<file path="src/rtl/instr_fetch_unit_if.sv">
// -----------------------------------------------------------------------------
// instr_fetch_unit_if
//   Bundles the fetch stage's memory, decode-handshake, redirect and status
//   signals so the fetch unit and its neighbours connect through one port.
//
//   Signals:
//     read_addr     32  fetch -> imem    address being read (the PC)
//     instr_in      32  imem  -> fetch   word at read_addr, same cycle
//     instr_out     32  fetch -> decode  registered instruction
//     pc_out        32  fetch -> decode  address instr_out came from
//     instr_valid    1  fetch -> decode  instr_out/pc_out are live
//     instr_ready    1  decode -> fetch  decode accepts instr_out this cycle
//     branch_taken   1  exec  -> fetch   one-cycle redirect request
//     branch_target 32  exec  -> fetch   redirect destination
//     halted         1  fetch -> any     fetch stopped past end of program
//     fault          1  fetch -> any     sticky misaligned-redirect flag
//
//   Modports:
//     master  the fetch unit itself
//     slave   the surrounding memory / decode / execute side
// -----------------------------------------------------------------------------
interface instr_fetch_unit_if;
   logic [31:0] read_addr;
   logic [31:0] instr_in;
   logic [31:0] instr_out;
   logic [31:0] pc_out;
   logic        instr_valid;
   logic        instr_ready;
   logic        branch_taken;
   logic [31:0] branch_target;
   logic        halted;
   logic        fault;

   modport master (
      output read_addr, instr_out, pc_out, instr_valid, halted, fault,
      input  instr_in, instr_ready, branch_taken, branch_target
   );

   modport slave (
      input  read_addr, instr_out, pc_out, instr_valid, halted, fault,
      output instr_in, instr_ready, branch_taken, branch_target
   );
endinterface

</file>
<file path="src/rtl/instr_fetch_unit.sv">
// -----------------------------------------------------------------------------
// instr_fetch_unit
//   Program counter plus fetch output register. The PC drives the
//   (combinational) instruction memory address; the returned word is
//   captured into instr_out with a valid/ready handshake toward decode.
//   Handles branch redirects (one-bubble penalty), halting once the PC runs
//   past IMEM_LAST_ADDR, and optionally faulting on misaligned targets.
//
//   Ports:
//     clk        rising-edge clock
//     reset      synchronous, active-high reset
//     fetch_bus  instr_fetch_unit_if.master (memory, decode, redirect, status)
//
//   Parameters:
//     RESET_PC        PC loaded on reset
//     IMEM_LAST_ADDR  highest valid word address in instruction memory
//
//   Build option:
//     FETCH_ALIGN_CHECK_EN  when defined, a redirect whose target is not
//                           word aligned enters a sticky FAULT state; when
//                           undefined, the low two target bits are dropped.
// -----------------------------------------------------------------------------
module instr_fetch_unit #(
   parameter logic [31:0] RESET_PC       = 32'h0000_0000,
   parameter logic [31:0] IMEM_LAST_ADDR = 32'd68
) (
   input  logic                      clk,
   input  logic                      reset,
   instr_fetch_unit_if.master        fetch_bus
);

`ifdef FETCH_ALIGN_CHECK_EN
   typedef enum logic [1:0] {RUN, HALT, FAULT} state_t;
`else
   typedef enum logic [1:0] {RUN, HALT} state_t;
`endif

   state_t      state;
   logic [31:0] pc;
   logic [31:0] instr_q;
   logic [31:0] pc_out_q;
   logic        valid_q;
   logic        redirect;
   logic        load;

   // A redirect is honoured in every state except FAULT, which only reset clears.
`ifdef FETCH_ALIGN_CHECK_EN
   assign redirect = fetch_bus.branch_taken && (state != FAULT);
`else
   assign redirect = fetch_bus.branch_taken;
`endif

   // Capture a new word when the output slot is empty or being drained,
   // and the PC still points inside instruction memory.
   assign load = (state == RUN) && (!valid_q || fetch_bus.instr_ready) &&
                 !fetch_bus.branch_taken && (pc <= IMEM_LAST_ADDR);

   // NOTE: every register here uses non-blocking assignment so all state
   // updates see the pre-edge values of pc/valid_q/state.
   always_ff @(posedge clk) begin
      if (reset) begin
         // NOTE: instr_out/pc_out are reset too, so a bus observer never sees
         // X before the first fetch even though instr_valid already guards them.
         state    <= RUN;
         pc       <= RESET_PC;
         instr_q  <= '0;
         pc_out_q <= '0;
         valid_q  <= 1'b0;
      end else if (redirect) begin
         // Redirect wins over stall and load: the held word is flushed.
         valid_q <= 1'b0;
`ifdef FETCH_ALIGN_CHECK_EN
         if (fetch_bus.branch_target[1:0] != 2'b00) begin
            state <= FAULT;           // pc deliberately left as is
         end else begin
            pc    <= fetch_bus.branch_target;
            state <= RUN;
         end
`else
         pc    <= fetch_bus.branch_target & ~32'd3;
         state <= RUN;
`endif
      end else begin
         if (load) begin
            instr_q  <= fetch_bus.instr_in;
            pc_out_q <= pc;
            valid_q  <= 1'b1;
            pc       <= pc + 32'd4;   // wraps naturally at 2^32
         end else if (valid_q && fetch_bus.instr_ready) begin
            valid_q <= 1'b0;
         end

         // Stop fetching once past the last word; a held word still drains.
         if ((state == RUN) && (pc > IMEM_LAST_ADDR)) begin
            state <= HALT;
         end
      end
   end

   assign fetch_bus.read_addr   = pc;
   assign fetch_bus.instr_out   = instr_q;
   assign fetch_bus.pc_out      = pc_out_q;
   assign fetch_bus.instr_valid = valid_q;
   assign fetch_bus.halted      = (state == HALT);
`ifdef FETCH_ALIGN_CHECK_EN
   assign fetch_bus.fault       = (state == FAULT);
`else
   assign fetch_bus.fault       = 1'b0;
`endif

endmodule

</file>
<file path="src/flat_wrapper.sv">
// flat-port wrapper written by rule: the top's interface ports become plain ports
module instr_fetch_unit_flat 
#(
   parameter logic [31:0] RESET_PC       = 32'h0000_0000,
   parameter logic [31:0] IMEM_LAST_ADDR = 32'd68
)
  (clk, reset, fetch_bus_read_addr, fetch_bus_instr_out, fetch_bus_pc_out, fetch_bus_instr_valid, fetch_bus_halted, fetch_bus_fault, fetch_bus_instr_in, fetch_bus_instr_ready, fetch_bus_branch_taken, fetch_bus_branch_target);
  instr_fetch_unit_if fetch_bus_i ();
  input  logic clk;
  input  logic reset;
  output wire logic [$bits(fetch_bus_i.read_addr)-1:0] fetch_bus_read_addr;
  output wire logic [$bits(fetch_bus_i.instr_out)-1:0] fetch_bus_instr_out;
  output wire logic [$bits(fetch_bus_i.pc_out)-1:0] fetch_bus_pc_out;
  output wire logic [$bits(fetch_bus_i.instr_valid)-1:0] fetch_bus_instr_valid;
  output wire logic [$bits(fetch_bus_i.halted)-1:0] fetch_bus_halted;
  output wire logic [$bits(fetch_bus_i.fault)-1:0] fetch_bus_fault;
  input wire logic [$bits(fetch_bus_i.instr_in)-1:0] fetch_bus_instr_in;
  input wire logic [$bits(fetch_bus_i.instr_ready)-1:0] fetch_bus_instr_ready;
  input wire logic [$bits(fetch_bus_i.branch_taken)-1:0] fetch_bus_branch_taken;
  input wire logic [$bits(fetch_bus_i.branch_target)-1:0] fetch_bus_branch_target;
  assign fetch_bus_read_addr = fetch_bus_i.read_addr;
  assign fetch_bus_instr_out = fetch_bus_i.instr_out;
  assign fetch_bus_pc_out = fetch_bus_i.pc_out;
  assign fetch_bus_instr_valid = fetch_bus_i.instr_valid;
  assign fetch_bus_halted = fetch_bus_i.halted;
  assign fetch_bus_fault = fetch_bus_i.fault;
  assign fetch_bus_i.instr_in = fetch_bus_instr_in;
  assign fetch_bus_i.instr_ready = fetch_bus_instr_ready;
  assign fetch_bus_i.branch_taken = fetch_bus_branch_taken;
  assign fetch_bus_i.branch_target = fetch_bus_branch_target;
  instr_fetch_unit #(.RESET_PC(RESET_PC), .IMEM_LAST_ADDR(IMEM_LAST_ADDR)) u_core (.clk(clk), .reset(reset), .fetch_bus(fetch_bus_i));
endmodule
</file>
<file path="config.mk">
export PLATFORM = sky130hd
export DESIGN_NAME = instr_fetch_unit_flat
export DESIGN_NICKNAME = d
export VERILOG_FILES = /design/src/rtl/instr_fetch_unit_if.sv /design/src/rtl/instr_fetch_unit.sv /design/src/flat_wrapper.sv
export SDC_FILE = /design/constraint.sdc
export NUM_CORES = 1
export LEC_CHECK = 0
export CAP_MARGIN = 20
export CORE_UTILIZATION = 37
export DETAILED_ROUTE_END_ITERATION = 8
export PLACE_DENSITY = 0.81
export SLEW_MARGIN = 10
export SYNTH_ARGS = -nofsm -noshare
export SYNTH_HDL_FRONTEND = slang
export SYNTH_SLANG_ARGS = --single-unit
</file>
<file path="constraint.sdc">
create_clock -name clk -period 1.6 [get_ports clk]
set_input_delay 0.32 -clock clk [delete_from_list [all_inputs] [get_ports clk]]
set_output_delay 0.32 -clock clk [all_outputs]
set_load 0.03 [all_outputs]
</file>
# Yosys cells after proc, flatten, opt, wreduce, memory -nomap -nowiden
# Cells that the tools add are included.
[classes] muxes=4 n_bitwise=1 reduce_logical=13 magnitude_cmp=2 n_addsub=1
[ops] cell="$mux 32" count=2
[ops] cell="$add 32x3->32 const B" count=1
[ops] cell="$gt 32x7->1 const B" count=1
[ops] cell="$le 32x7->1 const B" count=1
[ops] cell="$logic_and 1x1->1" count=5
[ops] cell="$reduce_bool 2->1" count=2
[ops] cell="$logic_not 1->1" count=2
[ops] cell="$logic_not 2->1" count=1
[ops] cell="$mux 1" count=2
[ops] cell="$reduce_and 2->1" count=1
[ops] cell="$reduce_or 2->1" count=1
[ops] cell="$logic_or 1x1->1" count=1
[ops] cell="$not 1->1" count=1
[word_totals] output_inout_bits=99 register_bits=98 input_bits=68 elab_cells=27

# Depth between registers and ports, before layout
[depth] word_depth=7 ltp_mapped=9 depth_no_buf=7

# Worst setup path after synthesis
# OpenSTA, ideal clock, no wires.
[synth_timing] path_kind="reg2reg" from="register u_core.pc[2], in the netlist u_core.fetch_bus.read_addr[2]" to="register u_core.instr_q[0], in the netlist u_core.fetch_bus.instr_out[0]" path_stages_with_launch=10 synth_period_minus_slack_ns=1.968 t_required_ns=1.484 n_path_buf=2 arrival_ns=1.852 setup_time_ns=0.116 slack_ns=-0.368 path_cell_list="dfxtp_1 -> inv_1 -> ha_1 -> nor2_1 -> o31a_1 -> nor3_2 -> and2_1 -> buf_4 -> buf_4 -> a31o_2"
[synth_via] elab_chain_len=3
[synth_lines] element="from (decl)" line="instr_fetch_unit.sv:39" source="logic [31:0] pc;"
[synth_lines] element="from (signal assigned)" line="instr_fetch_unit.sv:80" source="pc <= fetch_bus.branch_target & ~32'd3;"
[synth_lines] element="from (signal assigned)" line="instr_fetch_unit.sv:88" source="pc <= pc + 32'd4;"
[synth_lines] element="$le 32x7->1" line="instr_fetch_unit.sv:56" source="!fetch_bus.branch_taken && (pc <= IMEM_LAST_ADDR);"
[synth_lines] element="$logic_and 1x1->1" line="instr_fetch_unit.sv:56"
[synth_lines] element="$reduce_and 2->1 (no line)"
[synth_lines] element="to (signal assigned)" line="instr_fetch_unit.sv:85" source="instr_q <= fetch_bus.instr_in;"
[synth_lines] element="to (decl)" line="instr_fetch_unit.sv:40" source="logic [31:0] instr_q;"
# Every way passes these cells.
# A chain may end at the register's enable or synchronous reset.

# Worst setup path in the final report
[layout_timing] from="register u_core.pc[22], in the netlist u_core.fetch_bus.read_addr[22]" to="register u_core.instr_q[2], in the netlist u_core.fetch_bus.instr_out[2]"
# The elaborated chain is that of the path after synthesis.

==> results.toml <==
[run_status]
status = "finished, violations left"
violations = "setup timing"

[synthesis]
synth_cells = 365
synth_top_area_cell = "dfxtp_1"
synthTopCellsByArea = "dfxtp_1 54%, a31o_2 8.5%, mux2i_1 7.4%"
yosys.area.top_type_share = 0.536
synth_warnings = 0
synth_cell_types = 31
seq_area_frac_synth = 0.536
syn_area_um2 = 3510
ys_seq_elements = 94
syn_area_per_cell_um2 = 9.62

[critical_path]
crit_type = "reg -> reg"
crit_path_start_kind = "flip-flop"
crit_path_max_fanout = 23
critPathArrivalTime_ns = 2.10
endpoint_kind = "flip-flop"
crit_required_ns = 1.85

[placement]
port_buffers = 159
postPlaceCellArea_um2 = 5530
gp_congestion = 0.747
dp_cells = 648
hpwlAfterDp_um = 6820

[drt]
drc = 0
via_per_inst = 4.92
firstDrtPassIters = 4
routed_wl_um = 9530
postRouteAntennaNets = 0
detail_route.wl_per_cell_um = 14.3
num_vias = 3279
first_iter_violations = 70

[floorplanning]
die_area_um2 = 9880
start_util = 0.382
num_rows = 35
core_area_um2 = 9200
dieWidth_um = 99.4
die_h_um = 99.4
ios = 167

[power_and_ir_drop]
pwr-share-seq = 0.519
combPwrFrac = 0.153
p_leak_nw = 2.74
netSwitchingFraction = 0.282
cellPowerDensity_nw_per_um2 = 825
vdd_ir_drop_max_v = 0.000516
p_sw_mw = 1.32
power.internal_mw = 3.37
share_clk_of_total_power = 0.328
finalPower_mw = 4.69

[finish]
utilization = 0.618
drive_gt1_frac = 0.234
layout_common_cells = "85 x dfxtp_1, 75 x dlygate4sd2_1, 64 x clkdlybuf4s50_1, 39 x nand2_1, 39 x buf_4"
diodes = 0
area_growth_pct = 62.0
final_area_um2 = 5690
final_nets = 622
final_common_cell = "dfxtp_1"
final_cell_count_no_fill = 667

[sta]
clock_skew_ns = 0.0131
period_share = 1.16
rsz0062_at_grt = "true"
fmax_mhz = 541
setup_violations = 69
fin_crit_ns = 1.85
maxSlewViolCount = 0
layout_setup_ws_ns = -0.250
final-hold-violation-count = 0

[clock_tree]
cts_max_level = 3
cts_max_path_buffers = 2
ctsHoldBuffers = 0
cts_root_buf = "clkbuf_8"
cts_buffers = 9
cts.clk_slew.worst_paths_ns = 0.10
cts.sinks = 94
cts_tree = "yes"
clk_latency_ns = 0.36

[job]
drv_cap = 0

[global_routing]
overflow = 0
grt_max_degree = 40
grt_pass1_wl_um = 15100
antenna_found_initial = 0
track_usage = 0.192
grt_pass1_vias = 3236

[worst_hold_path]
min_path_type = "in -> reg"
[cell families (layout without fill, tap and decap cells)]
family / Yosys count / count (layout) / share of synthesized area
flops: 94 / 94 / 0.536
xor+xnor: 1 / 1 / 0.00250
buf+inv: 40 / 227 / 0.0538
fa+ha+maj: 3 / 3 / 0.0107
other cells: 1 / 5 / 0.00107
simple gates: 115 / 115 / 0.157
compound gates: 85 / 85 / 0.165
mux: 26 / 26 / 0.0742
[metal layers]
layer / global-route usage / wire [um]
met4: 0.0724 / 180
met5: 0 / 0
met3: 0.0590 / 676
met2: 0.330 / 4630
met1: 0.226 / 4050
[layout make-up]
cell class	instances	area, um^2
Multi-Input combinational cell	235	1550
Inverter	5	18.8
Fill cell	772	3510
Sequential cell	94	1900
Timing Repair Buffer	206	1880
Clock inverter	7	70.1
Tap cell	111	139
Clock buffer	9	124
[metrics by stage]
step / setup TNS [ns] / hold WS [ns] / setup WS, ns
4_1_cts: -15.83 / 0.377 / -0.267
6_report: -14.78 / 0.384 / -0.250
3_5_place_dp: -30.71 / 0.444 / -0.502
3_3_place_gp: -30.14 / 0.438 / -0.470
2_1_floorplan: -10.30 / 0.454 / -0.189
5_1_grt: -22.31 / 0.401 / -0.363
[Yosys cell counts]
cell and number:
nor2_1 29, buf_4 9, inv_1 4, buf_2 4, a31o_2 34, and3_1 2, a21oi_1 38, nor4_1 7
buf_1 1, clkbuf_1 21, ha_1 3, nand4_1 3, o211ai_1 1, mux2i_1 26, and4_1 1, nand2b_1 1
xnor2_1 1, a211oi_1 3, a311oi_1 1, nand2_1 39, dfxtp_1 94, nor3_2 1, o21ai_0 5, o31a_1 1
and2_1 26, inv_2 1, nand3_1 1, conb_1 1, nor3_1 3, a31o_1 2, or3_1 2
[critical path, stage by stage (launching register included)]
cell	delay (ns)
dfxtp_2	0.35
nor4_4	0.33
nand4_1	0.21
nor3_4	0.26
buf_6	0.15
buf_12	0.15
a21oi_1	0.08
a31o_2	0.22
[power by group through the flow]
stage / sequential [mW] / combinational, mW / clock (mW)
final: 2.44 / 0.717 / 1.54
after global routing: 2.44 / 0.765 / 1.68
after CTS: 2.43 / 0.711 / 1.58
after detailed placement: 2.48 / 0.728 / 0
after global placement: 2.48 / 0.718 / 0
after floorplan: 2.59 / 0.217 / 0
[registers in the layout, indices dropped and copies added (netlist names)]
register / flops
u_core.fetch_bus.read_addr: 30
u_core.fetch_bus.instr_out: 32
u_core.fetch_bus.pc_out: 30
u_core.state: 1
u_core.fetch_bus.instr_valid: 1
[what timing repair did]
action | CTS | global route
endpoints found under the setup margin | 163 | 80
pin swaps | 12 | 2
resized for setup | 106 | 32
hold endpoints to repair | 0 | 0
gates cloned | 0 | 0
setup buffers | 4 | 0
[final timing paths]
| kind | start | end | slack, ns | depth (start not counted) |
|---|---|---|---|---|
| worst max-delay path | u_core.fetch_bus.read_addr[22]$_SDFFE_PP0P_ | u_core.fetch_bus.instr_out[2]$_SDFFE_PP0P_ | -0.25 | 7 |
| worst min register to register | u_core.fetch_bus.pc_out[16]$_SDFFE_PP0P_ | u_core.fetch_bus.pc_out[16]$_SDFFE_PP0P_ | 0.46 | 1 |
| worst max register to register | u_core.fetch_bus.read_addr[22]$_SDFFE_PP0P_ | u_core.fetch_bus.instr_out[2]$_SDFFE_PP0P_ | -0.25 | 7 |
| worst min-delay path | fetch_bus_branch_taken | u_core.fetch_bus.read_addr[2]$_SDFFE_PP0P_ | 0.38 | 3 |
Power figures use the tool's default switching activity.
==> RTL edit 1 (config.mk and constraints unchanged) <==
Add a define of `FETCH_ALIGN_CHECK_EN`.
--- a/src/rtl/instr_fetch_unit.sv
+++ b/src/rtl/instr_fetch_unit.sv
@@ -20,6 +20,8 @@
 //                           word aligned enters a sticky FAULT state; when
 //                           undefined, the low two target bits are dropped.
 // -----------------------------------------------------------------------------
+`define FETCH_ALIGN_CHECK_EN
+
 module instr_fetch_unit #(
    parameter logic [31:0] RESET_PC       = 32'h0000_0000,
    parameter logic [31:0] IMEM_LAST_ADDR = 32'd68
Check against the original RTL: not equivalent (a bounded check fails within 4 cycles, from zero or initial values and one cycle with reset high).
==> RTL edit 1 against the unedited design <==
  * Setup slack got worse by 0.029 ns
  * Routed wire length is 33% higher
  * The flow still finishes with violations (setup timing)
  * Sequential cell count grew 5
  * Cell area rose by 16%
  * Largest cell class is now buffers
  * Hold slack improved by 0.072 ns
  * Area after synthesis is 8.8% higher
  * Critical path type unchanged
Power is not compared: it rests on default switching activity, and its combinational part moved more than twofold at a synthesized area within 25%.
==> RTL edit 1: results (changes against the unedited design) <==
WL/cell=15.51 um (+8.5%); met2 WL=6403 um (+38%); met1 wire length=5316 um (+31%); metal3 WL=813 um (+20%); hold path cells=2 (-1); cell count of the worst reg-to-reg path=8 (+1); area share of fa/ha/maj cells after synthesis=0.9826% (-0.087 points); mux contribution to synthesized area=0.2620% (-7.2 points); Hold Path Class=flip-flop to flip-flop; post-synthesis compound-gate area fraction=13.72% (-2.7 points); drt initial violations=196 (+180%); hold slack=0.4557 ns (+0.07211 ns); total track usage=22.50% (+3.3 points); Distinct cells, synth=46 (+48%); Seq/Total Area, Yosys=51.88% (-1.7 points); synthesized flop and latch total=99 (+5.3%); Final setup violation count=84 (+22%); multi-input logic area=1867 um2 (+20%); clock-cell share of area=2.549% (-0.86 points); register area=2027 um2 (+6.8%); synth cell count leaders=nand2_1, dfxtp_1, a21oi_1; total grt overflow=0 (unchanged); placed inst area=6173 um2 (+12%); clock buffers=11 (+2); filler cell count=869 (+13%); CP Max Fanout=8 (-65%); run status=finished with violations; failing checks=setup timing; synthesis-to-finish area growth=72.19%; Worst R2R End=u_core.fetch_bus.read_addr[6]; R2R Path Start=u_core.fetch_bus.read_addr[24]; hpwl dp=8884 um (+30%); multi-input gate count=321 (+37%); non-clock buffer count in the final layout=247 (+20%); final worst slack=-0.2792 ns (-0.02936 ns); share of cells above drive strength 1=26.64% (+3.3 points); drt first pass iters=5 (+1); top cells by area, synth=dfxtp_1, nand2_1, a21oi_1; Netlist Area Pre-Place=3820 um2 (+8.8%); Setup CP Type=flip-flop to flip-flop; Worst Path Arrival=2.11 ns; number of port buffers=166 (+4.4%); NonClk Buf Share=35.50% (+2.4 points); clk_skew=0.01217 ns (-0.0009507 ns); nonclk inv count=4 (-1); first-pass GRT wire length=19430 um (+29%); pin count of the biggest net entering global routing=49 (+23%); setup_tns=-16.74 ns (-1.957 ns); Synth Area in XOR/XNOR=0% (-0.25 points); routability cong.=0.8710 (+17%); critical hold path startpoint=u_core.fetch_bus.instr_out[1]; worst skew pair latency=0.36 ns (about the same); Final #Nets=753 (+21%); hold endpoint=u_core.fetch_bus.instr_out[1]; via count=4096 (+25%)
## RTL edit 1: cell count changes in the layout (fill, tap and decap cells not counted), sizes merged, moves of 4 or more
cell,delta
a211oi,+4
a21oi,+20
a22oi,+4
a31o,-36
buf,+34
conb,-5
dfxtp,+5
dlygate4sd2,+7
inv,-4
mux2i,-25
nand2,+84
nand3,+8
nor2,-6
nor3,+12
## RTL edit 1: cell families after synthesis
group	after synthesis
AND/OR/NAND/NOR	227
flip-flops	99
AO/OA/AOI/OAI	87
buffers and inverters	33
adder cells (fa/ha/maj)	3
multiplexers	1
## RTL edit 1: where the power goes
part	internal (W)	switching [W]	total, W	leakage, nW
Combinational	0.000679	0.000790	0.00147	1.98
Clock	0.000575	0.000860	0.00144	0.0842
Sequential	0.00257	0.0000705	0.00264	0.815
Total	0.00383	0.00172	0.00555	2.88
## RTL edit 1: per-stage QoR
stage | total power [W] | std cells | worst slack, ns
detailed placement | 0.004070 | 789 | -0.5542
global placement | 0.004035 | 789 | -0.4671
CTS | 0.005489 | 812 | -0.2630
finish | 0.005549 | 820 | -0.2792
floorplan | 0.003419 | 450 | -0.1167
global route | 0.005789 | 820 | -0.3429
## RTL edit 1: per-layer routing
layer  up-vias  GRT usage (%)
met5         -              0
met4         0          5.901
met3        17          5.664
met2       155          41.13
met1      1925          25.90
li1       1999              -
## RTL edit 1: timing repair
item / 4_1_cts / 5_1_grt
buffers inserted: 4 / 5
resized for setup: 122 / 37
setup endpoints to repair: 192 / 109
cloned: 3 / 3
pin swaps: 28 / 18
## RTL edit 1: worst max-delay path, cell delays in order (launching register included)
cell and delay, ns:
dfxtp_2 0.35, nor4_4 0.32, buf_4 0.16, and4_4 0.22, and4_4 0.32, buf_12 0.15
nor3_1 0.05, a21oi_1 0.12, a21oi_1 0.07
==> RTL edit 2 (same settings) <==
Made on the original files. Reset style: asynchronous (`reset`), changed in one clocked block. Comments in the files are not updated.
--- a/src/rtl/instr_fetch_unit.sv
+++ b/src/rtl/instr_fetch_unit.sv
@@ -57,7 +57,7 @@
 
    // NOTE: every register here uses non-blocking assignment so all state
    // updates see the pre-edge values of pc/valid_q/state.
-   always_ff @(posedge clk) begin
+   always_ff @(posedge clk or posedge reset) begin
       if (reset) begin
          // NOTE: instr_out/pc_out are reset too, so a bus observer never sees
          // X before the first fetch even though instr_valid already guards them.
Formal check against the unedited RTL: differs if reset is asserted again (counterexample within 4 cycles, from zero or initial values and one cycle with reset high); with reset held inactive, the same outputs for 10 cycles.
==> RTL edit 2 against the unedited design <==
  * The flow still finishes with violations (setup timing)
  * Power up 12%
  * Setup slack worse by 0.23 ns
  * Global-route usage down 0.65 points
  * Sequential cell count unchanged
  * Area after synthesis up 3.3%
  * Cell area up 8.8%
  * Sequential power up 5%
  * Routed wire length about the same
  * Critical path type unchanged
==> RTL edit 2: results (changes against the unedited design) <==
metal3 WL=621 um (-8.1%); register area=2355 um2 (+24%); GR Util met1=20.84% (-1.7 points); Distinct cells, synth=30 (-3.2%); run status=finished with violations; CP Max Fanout=13 (-43%); Worst Path Arrival=2.31 ns (+0.21 ns); non-clock buffer count in the final layout=211 (+2.4%); setup_tns=-27.67 ns (-12.88 ns); Seq/Total Area, Yosys=64.89% (+11 points); NonClk Buf Share=32.40% (-0.70 points); vias in the first global route=2839 (-12%); multi-input gate count=129 (-45%); synthesis-to-finish area growth=70.66%; clk_skew=0.01093 ns (-0.002193 ns); uppermost layer routed=met4; global routing usage on met3=5.409% (-0.49 points); CTS root buffer=clkbuf_8; post-synthesis compound-gate area fraction=1.864% (-15 points); mux contribution to synthesized area=20.19% (+13 points); drt first pass iters=4 (unchanged); Psw=0.001368 W (+3.5%); routability cong.=0.7419 (-0.67%); top cells by area, synth=dfrtp_1, mux2_2, nor2b_1; hpwl dp=6593 um (-3.4%); met2 WL=4843 um (+4.7%); first-pass GRT wire length=14450 um (-4.4%); YS warnings=0 (unchanged); Post-Route WL=9533 um (about the same); area share of fa/ha/maj cells after synthesis=1.036% (-0.034 points); Synth Area in XOR/XNOR=0.2416% (-0.0079 points); placed inst area=5693 um2 (+3.0%); filler cell count=749 (-3.0%); total track usage=18.58% (-0.65 points); synth cell count leaders=dfrtp_1, mux2_2, nor2b_1; multi-input combinational area share=23.34% (-4.0 points); clock share of power=31.5% (-1.3 points); Netlist Area Pre-Place=3625 um2 (+3.3%); pin count of the biggest net entering global routing=37 (-7.5%); Final setup violation count=67 (-2.9%); peak supply drop=0.4716 mV (-8.6%); grt met2 use=33.51% (+0.50 points); CTS buffer count=9 (unchanged); Leak=3.049 nW (+11%); post-placement setup slack=-0.6397 ns (-0.1378 ns); Logic pwr share=19.6% (+4.3 points); final worst slack=-0.4832 ns (-0.2334 ns); fraction of registers with async set/reset=100.0% (+100 points); share of cells above drive strength 1=36.50% (+13 points); total power draw=0.005244 W (+12%); nonclk inv count=3 (-2); drt initial violations=45 (-36%); clock buffers=11 (+2); via/cell ratio=4.654 (-5.3%); clock-cell share of area=3.297% (-0.11 points); Final #Nets=519 (-17%); failing checks=setup timing; met1 wire length=3952 um (-2.4%); Hold Path Class=input port to asynchronous set/reset pin
## RTL edit 2: changes by cell type after synthesis, sizes merged, moves of 5 or more
cell / unedited run / this run
buf: 14 / 9
a21oi: 38 / 1
nand2: 39 / 2
nor2: 29 / 2
and2: 26 / 0
a31o: 36 / 0
dfrtp: 0 / 94
dfxtp: 94 / 0
mux2i: 26 / 0
mux2: 0 / 65
nor2b: 0 / 26
clkbuf: 21 / 7
## RTL edit 2: critical path, cell delays in order (launching register included)
cell and delay, ns:
dfrtp_1 0.40, nor4_2 0.32, and4_4 0.31, nand3_4 0.08, nor3b_4 0.21, buf_6 0.17, buf_12 0.17, mux2_4 0.31
## RTL edit 2: repair_timing
action | 4_1_cts | 5_1_grt
hold buffers | 0 | 0
pin swaps | 7 | 8
gates cloned | 1 | 2
setup endpoints to repair | 161 | 69
gates resized for setup | 130 | 44
setup buffers | 4 | 2
## RTL edit 2: worst paths after layout
| path | startpoint | endpoint | slack [ns] |
|---|---|---|---|
| max | u_core.fetch_bus.read_addr[28] | u_core.fetch_bus.instr_out[31] | -0.48 |
| min | reset | u_core.fetch_bus.instr_out[22] | 0.30 |
| max reg2reg | u_core.fetch_bus.read_addr[28] | u_core.fetch_bus.instr_out[31] | -0.48 |
| min reg2reg | u_core.fetch_bus.pc_out[16] | u_core.fetch_bus.pc_out[16] | 0.50 |
| max in group asynchronous | reset | u_core.fetch_bus.read_addr[3] | 0.80 |
| min in group clk | u_core.fetch_bus.pc_out[16] | u_core.fetch_bus.pc_out[16] | 0.50 |
## RTL edit 2: stage by stage
stage          hold WS (ns)  std cells
2_1_floorplan        0.4465        242
3_3_place_gp         0.4822        558
3_5_place_dp         0.4847        558
4_1_cts              0.2884        578
5_1_grt              0.3167        581
6_report             0.2991        581
